--- src/rtl/rv32im_muldiv_arbiter_if.sv ---
// Requester, response and muldiv-side signals of the two-port muldiv arbiter.
// The arbiter connects through the slave modport; requesters and the muldiv model drive the master side.
interface rv32im_muldiv_arbiter_if #(
  parameter int unsigned XLEN = 32
);
  logic            req0_valid_i;
  logic [2:0]      req0_op_i;
  logic [XLEN-1:0] req0_a_i;
  logic [XLEN-1:0] req0_b_i;
  logic            req0_ready_o;
  logic            req1_valid_i;
  logic [2:0]      req1_op_i;
  logic [XLEN-1:0] req1_a_i;
  logic [XLEN-1:0] req1_b_i;
  logic            req1_ready_o;

  logic            rsp0_valid_o;
  logic [XLEN-1:0] rsp0_data_o;
  logic            rsp0_err_o;
  logic            rsp0_ack_i;
  logic            rsp1_valid_o;
  logic [XLEN-1:0] rsp1_data_o;
  logic            rsp1_err_o;
  logic            rsp1_ack_i;

  logic            md_start_o;
  logic [2:0]      md_op_o;
  logic [XLEN-1:0] md_op1_o;
  logic [XLEN-1:0] md_op2_o;
  logic            md_busy_i;
  logic            md_done_i;
  logic [XLEN-1:0] md_result_i;
  logic            md_ack_o;
  logic            md_clear_o;

  modport slave (
    input  req0_valid_i, req0_op_i, req0_a_i, req0_b_i,
    input  req1_valid_i, req1_op_i, req1_a_i, req1_b_i,
    output req0_ready_o, req1_ready_o,
    output rsp0_valid_o, rsp0_data_o, rsp0_err_o,
    output rsp1_valid_o, rsp1_data_o, rsp1_err_o,
    input  rsp0_ack_i, rsp1_ack_i,
    output md_start_o, md_op_o, md_op1_o, md_op2_o, md_ack_o, md_clear_o,
    input  md_busy_i, md_done_i, md_result_i
  );

  modport master (
    output req0_valid_i, req0_op_i, req0_a_i, req0_b_i,
    output req1_valid_i, req1_op_i, req1_a_i, req1_b_i,
    input  req0_ready_o, req1_ready_o,
    input  rsp0_valid_o, rsp0_data_o, rsp0_err_o,
    input  rsp1_valid_o, rsp1_data_o, rsp1_err_o,
    output rsp0_ack_i, rsp1_ack_i,
    input  md_start_o, md_op_o, md_op1_o, md_op2_o, md_ack_o, md_clear_o,
    output md_busy_i, md_done_i, md_result_i
  );
endinterface

--- src/rtl/rv32im_muldiv_arbiter.sv ---
// Round-robin arbiter sharing one RV32M muldiv unit between two requesters,
// one operation in flight, with a watchdog that aborts a stalled unit.
module rv32im_muldiv_arbiter #(
  parameter int unsigned XLEN    = 32,
  parameter int unsigned TIMEOUT = 127
) (
  input  logic                    clk_i,
  input  logic                    clear_i,
  rv32im_muldiv_arbiter_if.slave  bus
);

  localparam int unsigned CNT_W = 8;

  typedef enum logic [1:0] {
    IDLE  = 2'd0,
    ISSUE = 2'd1,
    WAIT  = 2'd2,
    RESP  = 2'd3
  } state_t;

  state_t                r_state;
  state_t                w_state_nxt;
  logic                  r_ptr;
  logic                  r_owner;
  logic [CNT_W-1:0]      r_cnt;
  logic [2:0]            r_op;
  logic [XLEN-1:0]       r_op1;
  logic [XLEN-1:0]       r_op2;
  logic [1:0][XLEN-1:0]  r_rsp_data;
  logic [1:0]            r_rsp_err;

  logic                  w_grant_idx;
  logic                  w_timeout;
  logic                  w_owner_ack;
  logic                  w_accept;
  logic                  w_done;
  logic                  w_abort;
  logic                  w_rsp_take;
  logic                  w_unused_busy;

  // busy is informational only; md_done_i alone ends the wait
  assign w_unused_busy = bus.md_busy_i;

  // pointer breaks ties; a lone requester always wins
  assign w_grant_idx = (bus.req0_valid_i && bus.req1_valid_i) ? r_ptr : bus.req1_valid_i;
  assign w_timeout   = (r_cnt == CNT_W'(TIMEOUT));
  assign w_owner_ack = r_owner ? bus.rsp1_ack_i : bus.rsp0_ack_i;

  always_ff @(posedge clk_i) begin
    if (clear_i) r_state <= IDLE;
    else         r_state <= w_state_nxt;
  end

  always_comb begin
    w_state_nxt = r_state;
    w_accept    = 1'b0;
    w_done      = 1'b0;
    w_abort     = 1'b0;
    w_rsp_take  = 1'b0;
    unique case (r_state)
      IDLE: begin
        if (bus.req0_valid_i || bus.req1_valid_i) begin
          w_accept    = 1'b1;
          w_state_nxt = ISSUE;
        end
      end
      ISSUE: w_state_nxt = WAIT;
      WAIT: begin
        // a result arriving on the timeout cycle wins over the abort
        if (bus.md_done_i) begin
          w_done      = 1'b1;
          w_state_nxt = RESP;
        end else if (w_timeout) begin
          w_abort     = 1'b1;
          w_state_nxt = RESP;
        end
      end
      RESP: begin
        if (w_owner_ack) begin
          w_rsp_take  = 1'b1;
          w_state_nxt = IDLE;
        end
      end
      default: w_state_nxt = IDLE;
    endcase
    if (clear_i) begin
      w_state_nxt = IDLE;
      w_accept    = 1'b0;
      w_done      = 1'b0;
      w_abort     = 1'b0;
      w_rsp_take  = 1'b0;
    end
  end

  // operation latch, watchdog counter, response registers and pointer
  always_ff @(posedge clk_i) begin
    if (clear_i) begin
      r_ptr      <= 1'b0;
      r_owner    <= 1'b0;
      r_cnt      <= '0;
      r_op       <= '0;
      r_op1      <= '0;
      r_op2      <= '0;
      r_rsp_data <= '0;
      r_rsp_err  <= '0;
    end else begin
      if (w_accept) begin
        r_owner <= w_grant_idx;
        if (w_grant_idx) begin
          r_op  <= bus.req1_op_i;
          r_op1 <= bus.req1_a_i;
          r_op2 <= bus.req1_b_i;
        end else begin
          r_op  <= bus.req0_op_i;
          r_op1 <= bus.req0_a_i;
          r_op2 <= bus.req0_b_i;
        end
      end
      r_cnt <= (r_state == WAIT) ? r_cnt + CNT_W'(1) : '0;
      if (w_done) begin
        r_rsp_data[r_owner] <= bus.md_result_i;
        r_rsp_err[r_owner]  <= 1'b0;
      end else if (w_abort) begin
        r_rsp_data[r_owner] <= '1;
        r_rsp_err[r_owner]  <= 1'b1;
      end
      if (w_rsp_take) r_ptr <= ~r_owner;
    end
  end

  assign bus.req0_ready_o = w_accept & ~w_grant_idx;
  assign bus.req1_ready_o = w_accept &  w_grant_idx;

  assign bus.md_start_o = (r_state == ISSUE) & ~clear_i;
  assign bus.md_op_o    = clear_i ? 3'd0 : r_op;
  assign bus.md_op1_o   = clear_i ? '0 : r_op1;
  assign bus.md_op2_o   = clear_i ? '0 : r_op2;
  assign bus.md_ack_o   = w_done;
  assign bus.md_clear_o = clear_i | w_abort;

  assign bus.rsp0_valid_o = (r_state == RESP) & ~r_owner & ~clear_i;
  assign bus.rsp1_valid_o = (r_state == RESP) &  r_owner & ~clear_i;
  assign bus.rsp0_data_o  = clear_i ? '0 : r_rsp_data[0];
  assign bus.rsp1_data_o  = clear_i ? '0 : r_rsp_data[1];
  assign bus.rsp0_err_o   = r_rsp_err[0] & ~clear_i;
  assign bus.rsp1_err_o   = r_rsp_err[1] & ~clear_i;

endmodule
--- src/flat_wrapper.sv ---
// flat-port wrapper written by rule: the top's interface ports become plain ports
module rv32im_muldiv_arbiter_flat 
#(
  parameter int unsigned XLEN    = 32,
  parameter int unsigned TIMEOUT = 127
)
  (clk_i, clear_i, bus_req0_valid_i, bus_req0_op_i, bus_req0_a_i, bus_req0_b_i, bus_req1_valid_i, bus_req1_op_i, bus_req1_a_i, bus_req1_b_i, bus_req0_ready_o, bus_req1_ready_o, bus_rsp0_valid_o, bus_rsp0_data_o, bus_rsp0_err_o, bus_rsp1_valid_o, bus_rsp1_data_o, bus_rsp1_err_o, bus_rsp0_ack_i, bus_rsp1_ack_i, bus_md_start_o, bus_md_op_o, bus_md_op1_o, bus_md_op2_o, bus_md_ack_o, bus_md_clear_o, bus_md_busy_i, bus_md_done_i, bus_md_result_i);
  rv32im_muldiv_arbiter_if #(.XLEN(XLEN)) bus_i ();
  input  logic clk_i;
  input  logic clear_i;
  input wire logic [$bits(bus_i.req0_valid_i)-1:0] bus_req0_valid_i;
  input wire logic [$bits(bus_i.req0_op_i)-1:0] bus_req0_op_i;
  input wire logic [$bits(bus_i.req0_a_i)-1:0] bus_req0_a_i;
  input wire logic [$bits(bus_i.req0_b_i)-1:0] bus_req0_b_i;
  input wire logic [$bits(bus_i.req1_valid_i)-1:0] bus_req1_valid_i;
  input wire logic [$bits(bus_i.req1_op_i)-1:0] bus_req1_op_i;
  input wire logic [$bits(bus_i.req1_a_i)-1:0] bus_req1_a_i;
  input wire logic [$bits(bus_i.req1_b_i)-1:0] bus_req1_b_i;
  output wire logic [$bits(bus_i.req0_ready_o)-1:0] bus_req0_ready_o;
  output wire logic [$bits(bus_i.req1_ready_o)-1:0] bus_req1_ready_o;
  output wire logic [$bits(bus_i.rsp0_valid_o)-1:0] bus_rsp0_valid_o;
  output wire logic [$bits(bus_i.rsp0_data_o)-1:0] bus_rsp0_data_o;
  output wire logic [$bits(bus_i.rsp0_err_o)-1:0] bus_rsp0_err_o;
  output wire logic [$bits(bus_i.rsp1_valid_o)-1:0] bus_rsp1_valid_o;
  output wire logic [$bits(bus_i.rsp1_data_o)-1:0] bus_rsp1_data_o;
  output wire logic [$bits(bus_i.rsp1_err_o)-1:0] bus_rsp1_err_o;
  input wire logic [$bits(bus_i.rsp0_ack_i)-1:0] bus_rsp0_ack_i;
  input wire logic [$bits(bus_i.rsp1_ack_i)-1:0] bus_rsp1_ack_i;
  output wire logic [$bits(bus_i.md_start_o)-1:0] bus_md_start_o;
  output wire logic [$bits(bus_i.md_op_o)-1:0] bus_md_op_o;
  output wire logic [$bits(bus_i.md_op1_o)-1:0] bus_md_op1_o;
  output wire logic [$bits(bus_i.md_op2_o)-1:0] bus_md_op2_o;
  output wire logic [$bits(bus_i.md_ack_o)-1:0] bus_md_ack_o;
  output wire logic [$bits(bus_i.md_clear_o)-1:0] bus_md_clear_o;
  input wire logic [$bits(bus_i.md_busy_i)-1:0] bus_md_busy_i;
  input wire logic [$bits(bus_i.md_done_i)-1:0] bus_md_done_i;
  input wire logic [$bits(bus_i.md_result_i)-1:0] bus_md_result_i;
  assign bus_i.req0_valid_i = bus_req0_valid_i;
  assign bus_i.req0_op_i = bus_req0_op_i;
  assign bus_i.req0_a_i = bus_req0_a_i;
  assign bus_i.req0_b_i = bus_req0_b_i;
  assign bus_i.req1_valid_i = bus_req1_valid_i;
  assign bus_i.req1_op_i = bus_req1_op_i;
  assign bus_i.req1_a_i = bus_req1_a_i;
  assign bus_i.req1_b_i = bus_req1_b_i;
  assign bus_req0_ready_o = bus_i.req0_ready_o;
  assign bus_req1_ready_o = bus_i.req1_ready_o;
  assign bus_rsp0_valid_o = bus_i.rsp0_valid_o;
  assign bus_rsp0_data_o = bus_i.rsp0_data_o;
  assign bus_rsp0_err_o = bus_i.rsp0_err_o;
  assign bus_rsp1_valid_o = bus_i.rsp1_valid_o;
  assign bus_rsp1_data_o = bus_i.rsp1_data_o;
  assign bus_rsp1_err_o = bus_i.rsp1_err_o;
  assign bus_i.rsp0_ack_i = bus_rsp0_ack_i;
  assign bus_i.rsp1_ack_i = bus_rsp1_ack_i;
  assign bus_md_start_o = bus_i.md_start_o;
  assign bus_md_op_o = bus_i.md_op_o;
  assign bus_md_op1_o = bus_i.md_op1_o;
  assign bus_md_op2_o = bus_i.md_op2_o;
  assign bus_md_ack_o = bus_i.md_ack_o;
  assign bus_md_clear_o = bus_i.md_clear_o;
  assign bus_i.md_busy_i = bus_md_busy_i;
  assign bus_i.md_done_i = bus_md_done_i;
  assign bus_i.md_result_i = bus_md_result_i;
  rv32im_muldiv_arbiter #(.XLEN(XLEN), .TIMEOUT(TIMEOUT)) u_core (.clk_i(clk_i), .clear_i(clear_i), .bus(bus_i));
endmodule
--- config.mk ---
export PLATFORM = sky130hd
export DESIGN_NAME = rv32im_muldiv_arbiter_flat
export DESIGN_NICKNAME = d
export VERILOG_FILES = /design/src/rtl/rv32im_muldiv_arbiter_if.sv /design/src/rtl/rv32im_muldiv_arbiter.sv /design/src/flat_wrapper.sv
export SDC_FILE = /design/constraint.sdc
export NUM_CORES = 1
export LEC_CHECK = 0
export BUFFER_PORTS_ARGS = -buffer_cell sky130_fd_sc_hd__buf_2
export CAP_MARGIN = 20
export CORE_MARGIN = 1.5
export CORE_UTILIZATION = 33
export DETAILED_ROUTE_END_ITERATION = 6
export GPL_TIMING_DRIVEN = 0
export SLEW_MARGIN = 30
export SYNTH_ARGS = -nofsm -noshare
export SYNTH_HDL_FRONTEND = slang
export SYNTH_SLANG_ARGS = --single-unit
export TNS_END_PERCENT = 20
--- constraint.sdc ---
create_clock -name clk_i -period 2.8 [get_ports clk_i]
set_clock_uncertainty 0.1 [all_clocks]
set_input_delay 0.56 -clock clk_i [delete_from_list [all_inputs] [get_ports clk_i]]
set_output_delay 0.56 -clock clk_i [all_outputs]
set_load 0.1 [all_outputs]
==> results of run 1 <==
[routing by layer]
layer | wire length (um) | GRT usage, % | vias up
met5 | 55 | 0 | -
met3 | 1780 | 7.11 | 28
met1 | 9690 | 25.1 | 3004
li1 | - | - | 3318
met2 | 11600 | 38.0 | 235
met4 | 459 | 6.40 | 8
[registers in the layout, indices dropped and copies added, names as in the netlist, named ones only]
register	cells
u_core.r_op2	32
u_core.r_op	3
u_core.r_ptr	1
u_core.r_op1	32
u_core.r_state	2
u_core.r_cnt	8
u_core.r_rsp_data	64
u_core.r_owner	1
[worst max-delay path by stage]
| stage | startpoint | to | slack, ns | depth (start not counted) |
|---|---|---|---|---|
| floorplan | clear_i | bus_md_op2_o[0] | -0.31 | 4 |
| global placement | bus_req1_valid_i | bus_req0_ready_o | -0.45 | 8 |
| detailed placement | bus_req0_valid_i | bus_req0_ready_o | -0.44 | 8 |
| CTS | u_core.r_state[0] | bus_req0_ready_o | -0.10 | 8 |
| global route | u_core.r_state[0] | bus_md_clear_o | 0.02 | 6 |
| finish | u_core.r_ptr | bus_req1_ready_o | 0.13 | 6 |
[final cells by class]
| class | count | area [sq um] |
|---|---|---|
| fillers | 2085 | 10900 |
| inverters | 33 | 124 |
| repair buffers | 312 | 1580 |
| plain buffers | 69 | 340 |
| multi-input cells | 531 | 3530 |
| diodes | 1 | 2.50 |
| well taps | 270 | 338 |
| clock buffers | 22 | 494 |
| clock inverters | 10 | 98.8 |
| flip-flops and latches | 145 | 2900 |
[where the power goes]
| group | leakage, nW | switching (W) | total [W] | internal [W] |
|---|---|---|---|---|
| registers | 1.18 | 0.000129 | 0.00250 | 0.00237 |
| logic | 3.03 | 0.00202 | 0.00277 | 0.000748 |
| clock network | 0.290 | 0.000932 | 0.00228 | 0.00135 |
[metrics by stage]
step | hold WS, ns | area [sq um] | worst slack [ns]
6_report | 0.319 | 9410 | 0.127
5_1_grt | 0.302 | 9410 | 0.0201
2_1_floorplan | 0.313 | 6870 | -0.308
3_3_place_gp | 0.326 | 8760 | -0.449
4_1_cts | 0.303 | 9390 | -0.103
3_5_place_dp | 0.333 | 8760 | -0.441
[cell usage after synthesis (all sizes together)]
cell type,number
dfxtp,145
nor2,134
nor2b,107
a211oi,91
mux2i,69
nand2,47
clkbuf,45
inv,33
buf,25
a31oi,19
o221a,18
a21oi,10
and3,6
ha,5
nand3,4
xnor2,4
nor3b,3
and2,2
xor2,2
a222oi,1
and4b,1
nand2b,1
nand4,1
nor4b,1
o211a,1
o211ai,1
o21a,1
o21ai,1
or3,1
[kinds of logic (layout without fill, tap and decap cells)]
family                     count (synthesis)  in the layout
and+or+nand+nor                          308            308
DFF                                      145            145
AOI/OAI and AO/OA                        143            143
buffers and inverters                    103            446
muxes                                     69             69
xor gates and xnor gates                   6              6
adders and majority gates                  5              5
other                                      0              1
[timing repair]
| item | in CTS | in global routing |
|---|---|---|
| gates cloned | 0 | 0 |
| setup buffers | 1 | 0 |
| resized for setup | 14 | 7 |
| endpoints found under the hold margin | 0 | 0 |
| endpoints found under the setup margin | 76 | 2 |
[worst register-to-register path, delay by kind of cell, from the launching register on]
| kind | cells | cell delay, ns |
|---|---|---|
| adders and majority gates | 1 | 0.18 |
| buffers and inverters | 2 | 0.49 |
| and+or+nand+nor | 2 | 0.89 |
| AOI/OAI and AO/OA | 2 | 0.27 |
| DFF | 1 | 0.34 |
==> metrics.md, run 1 <==
| Metric | Value |
|---|---|
| Simple-Gate Fraction of Synth Area | `21.7%` |
| Avg Cell Area, Syn | `8.78 sq um` |
| Register bit total from synthesis | `about 150` |
| Capturing point of the worst reg2reg path | `u_core.r_rsp_data[59]` |
| Final setup fails | `0` |
| Post-Route WL | `23.6 mm` |
| Area leader, netlist | `dfxtp_1` |
| Adder-Cell Fraction of Synth Area | `less than 1%` |
| Root buffer selected by CTS | `clkbuf_16` |
| Buffer and inverter count on the worst path | `4` |
| Post-route setup TNS | `0 ns` |
| Die Y | `147 um` |
| Setup crit end kind | `primary output` |
| Die Area | `roughly 22,000 sq um` |
| Hold_buf cts | `0` |
| Total Power | `approximately 0.0075 W` |
| Slew Limit Fails | `0` |
| H-tree levels | `4` |
| Reg2reg start | `u_core.r_cnt[0]` |
| Multiplexer share of the synthesized area | `10.1%` |
| P&R area growth vs syn | `37.6%` |
| Final worst-path cycle share | `95.5%` |
| Post-Synth XOR/XNOR Area | `0.768%` |
| Status | `complete, no violations` |
| Drt pass-1 iters | `6` |
| Drt via density | `approximately 4.7` |
| Synth top area share | `a little over two fifths` |
| Top post-synthesis cells by area | `dfxtp_1 (42%), mux2i_1 (10%), nor2b_1 (9.8%)` |
| Num Clock Sinks | `about 150` |
| Syn nets | `between 900 and 1,000` |
| Most frequent cells in the layout | `buf_2 (323), dfxtp_1 (145), nor2_1 (134)` |
| Max clock buf depth | `2` |
| CP Max Fanout | `10` |
| Rel. slew slack | `approximately 40%` |
| Post-synth cell types | `37` |
| Global route overflow | `0` |
| DRT antenna net count | `0` |
| Die width | `between 100 and 150 um` |
| Final GP Congestion | `between 0.8 and 0.9` |
| Compound-Gate Fraction of Synth Area | `17.5%` |
| DRC viols | `0` |
| Endpoints failing hold | `0` |
| I/O Buffers | `311` |
| Initial antenna violation count | `5` |
| Critical path launch point type | `flip-flop` |
| Main combinational cell family by area after synthesis | `simple AND/OR/NAND/NOR gates` |
| Initial Utilization | `between 30 and 40%` |
| Final min period | `2.67 ns` |
| Dpl cells | `1,360` |
| Via count | `6,593` |
| Crit-path most repeated cell | `buf_4` |
| CP max stage delay | `between 0.3 and 0.4 ns` |
| Worst EP required | `about 2.1 ns` |
| WHS Endpoint | `u_core.r_rsp_data[41]` |
| Row count | `52` |
| Worst-path clk slew | `~0.06 ns` |
| Layout cells sized above 1 | `between 30 and 40%` |
| Detail Placement HPWL | `around 18 mm` |
| Post-Syn Instances | `slightly below 800` |
| Worst-margin pin slew | `roughly 0.90 ns` |
| R2R cell count | `7` |
| Nets | `~1,300` |
| Sequential fraction of the synthesis area | `between 40% and 50%` |
| CP max stage cell | `dfxtp_1` |
| Final Util | `between 40% and 50%` |
| Critical-path cell list | `o21ai_0 -> buf_2 -> buf_4 -> buf_6 -> nor4b_4 -> buf_4` |
| Hold Path Depth | `3` |
| Crit Path Class | `reg -> out` |
| Synth Warn # | `0` |
| Num CTS Buffers | `17` |
| Largest net degree at the start of global routing | `17` |
| RSZ-0062 raised after global routing | `false` |
| Gr usage total | `roughly 22%` |
| Worst hold path type | `in -> reg` |
| Most common cell after layout, fill and taps aside | `buf_2` |
| Worst R2R Setup Slack | `~0.47 ns` |
| Placeable Area | `20,300 sq um` |
| Fmax | `approximately 370 MHz` |
| Detailed-route wire length per cell | `~17 um` |
| DRT iter0 DRCs | `213` |
| Lkg Pwr | `around 4.5 nW` |
| Post-Syn Area | `around 7000 sq um` |
| I/O pin cnt | `314` |
| Critical path's top delay family | `buffers and inverters` |
| PwrDens | `802 nW/um^2` |
| Clk_lat worst skew | `0.42 ns` |
| First-pass GRT wire length | `~36 mm` |
| CTS tree | `done` |
| Final cell count without fillers | `roughly 1,400` |
| Maximum vdd drop | `between 0.5 and 0.6 mV` |
| Hold Startpoint | `bus_md_result_i[9]` |
| Max-cap viol count | `0` |
| Critical path arrival | `around 2 ns` |
| Vias in the first global route | `roughly 6,600` |
Note: power is estimated with default switching activity, not from simulation.
==> run 2: changes to the inputs <==
Settings changed: CORE_ASPECT_RATIO set to 1.75.
==> metrics.md, run 2 (synthesis results as in run 1) <==
| Metric | Value |
|---|---|
| Final WS setup | `roughly 0.10 ns` |
| CP max stage delay | `around 0.44 ns` |
| Die Area | `~22,000 sq um` |
| Row count | `69` |
| CTS tree | `done` |
| Gr usage total | `between 20% and 30%` |
| Detail Placement HPWL | `17.8 mm` |
| Maximum vdd drop | `slightly above 0.4 mV` |
| Crit Path Class | `in -> out` |
| DRC viols | `0` |
| Rel. slew slack | `between 40% and 50%` |
| I/O Buffers | `just over 300` |
| Post-Route WL | `between 20 and 25 mm` |
| Reg2reg start | `u_core.r_cnt[0]` |
| Final GP Congestion | `around 0.77` |
| CP startpoint | `clear_i` |
| Worst-path clk slew | `roughly 0.070 ns` |
| Num CTS Buffers | `17` |
| Global route overflow | `0` |
| P&R area growth vs syn | `38.5%` |
| Initial Utilization | `roughly a third` |
| CP max stage cell | `clkbuf_1` |
| Max-cap viol count | `0` |
| Worst hold path type | `in -> reg` |
| Lkg Pwr | `4.54 nW` |
| Final min period | `approximately 2.7 ns` |
| Max reg flops | `between 60 and 70` |
| Drt via density | `~4.8` |
| H-tree levels | `4` |
| Vias in the first global route | `roughly 6,500` |
| Critical-path cell list | `buf_2 -> clkbuf_1 -> clkbuf_1 -> nor2b_1 -> buf_2` |
| Worst-margin pin slew | `just under 0.9 ns` |
| DRT iter0 DRCs | `182` |
| CP Max Fanout | `10` |
| Die width | `112 um` |
| Critical path's top delay family | `buffers and inverters` |
| Die Y | `~190 um` |
| Final worst-path cycle share | `between 90% and 100%` |
| RSZ-0062 raised after global routing | `true` |
| Fmax | `370 MHz` |
| Initial antenna violation count | `4` |
| Drt pass-1 iters | `4` |
| Hold Startpoint | `bus_md_result_i[31]` |
| Most flops, register | `u_core.r_rsp_data` |
| Detailed-route wire length per cell | `16.8 um` |
| Total Power | `just under 0.008 W` |
| I/O pin cnt | `approximately 310` |
| Endpoints failing hold | `0` |
| PwrDens | `837 nW/um^2` |
| Buffer and inverter count on the worst path | `4` |
| Final setup fails | `0` |
| Setup crit end kind | `primary output` |
| Hold_buf cts | `0` |
| Status | `complete, no violations` |
| Clk_lat worst skew | `around 0.43 ns` |
| Top flop regs | `u_core.r_rsp_data (64), u_core.r_op1 (32), u_core.r_op2 (32)` |
| Critical path arrival | `between 2 and 2.5 ns` |
| Largest net degree at the start of global routing | `20` |
| DRT antenna net count | `0` |
| Critical path launch point type | `input port` |
| Max clock buf depth | `2` |
| Root buffer selected by CTS | `clkbuf_16` |
| Placeable Area | `between 20,000 and 25,000 sq um` |
| Layout cells sized above 1 | `a little under two fifths` |
| Via count | `roughly 6,600` |
| Pre-CTS setup slack | `-0.344 ns` |
| Num Clock Sinks | `around 150` |
| Worst EP required | `2.14 ns` |
| Most frequent cells in the layout | `buf_2 (323), dfxtp_1 (145), nor2_1 (134)` |
| Nets | `1,289` |
| Slew Limit Fails | `0` |
| First-pass GRT wire length | `around 36 mm` |
| Most common cell after layout, fill and taps aside | `buf_2` |
==> run 2: changes by cell type in the layout (fill, tap and decap cells not counted), moves of 2 or more <==
cell / previous run / this run
clkinv_2: 2 / 0
diode_2: 1 / 3
clkbuf_4: 2 / 0
buf_8: 2 / 4
clkbuf_8: 5 / 0
buf_4: 4 / 6
bufinv_16: 1 / 6
clkinv_4: 2 / 5
==> run 2: area by class of cell <==
type                    count  area, sq um
diodes                      3         7.51
fillers                  2055        10800
well taps                 248          310
flip-flops and latches    145         2900
clock inverters            15          256
repair buffers            313         1590
clock buffers              17          425
plain buffers              69          343
multi-input cells         531         3520
inverters                  33          124
==> run 2: routing by layer <==
metal	global-route usage (%)	vias up	wire, um	share of wire, %
li1	-	3321	-	-
met1	21.9	3034	8670	38
met2	40.3	205	12600	55
met3	4.76	27	1280	5.6
met4	8.02	2	486	2.1
met5	0	-	12	0.052
==> run 2: final timing paths <==
kind / end / slack, ns / cells past startpoint
max reg2reg: u_core.r_rsp_data[58] / 0.66 / 7
min reg2reg: u_core.r_cnt[0] / 0.35 / 1
min: u_core.r_rsp_data[63] / 0.31 / 3
max: bus_md_op2_o[26] / 0.10 / 5
==> run 2: worst reg2reg max path: cells and delay by family (launching register included) <==
family	cells	cell delay [ns]
AND/OR/NAND/NOR	2	0.71
buffers and inverters	2	0.46
flip-flops	1	0.35
AO/OA/AOI/OAI	2	0.27
adder cells (fa/ha/maj)	1	0.19
==> run 2: timing repair <==
action                                  4_1_cts  5_1_grt
gates resized for setup                      13        7
setup buffers                                 0        2
endpoints found under the setup margin       90       15
pin swaps                                     0        0
==> run 2: through the flow <==
step | instance area, sq um | hold slack (ns) | setup TNS [ns] | instances | utilization, %
floorplan | 6870 | 0.313 | -35.85 | 779 | -
global placement | 8730 | 0.332 | -9.44 | 1338 | 43.1
detailed placement | 8730 | 0.341 | -9.24 | 1338 | 43.1
CTS | 9450 | 0.293 | 0 | 1369 | 46.6
global route | 9480 | 0.302 | -0.121 | 1373 | 46.7
finish | 9480 | 0.312 | 0 | 1374 | 46.7
==> run 2: power by group <==
part	leakage [nW]	internal, W	switching [W]
sequential	1.18	0.00237	0.000127
combinational	3.03	0.000748	0.00203
clock	0.324	0.00168	0.000974
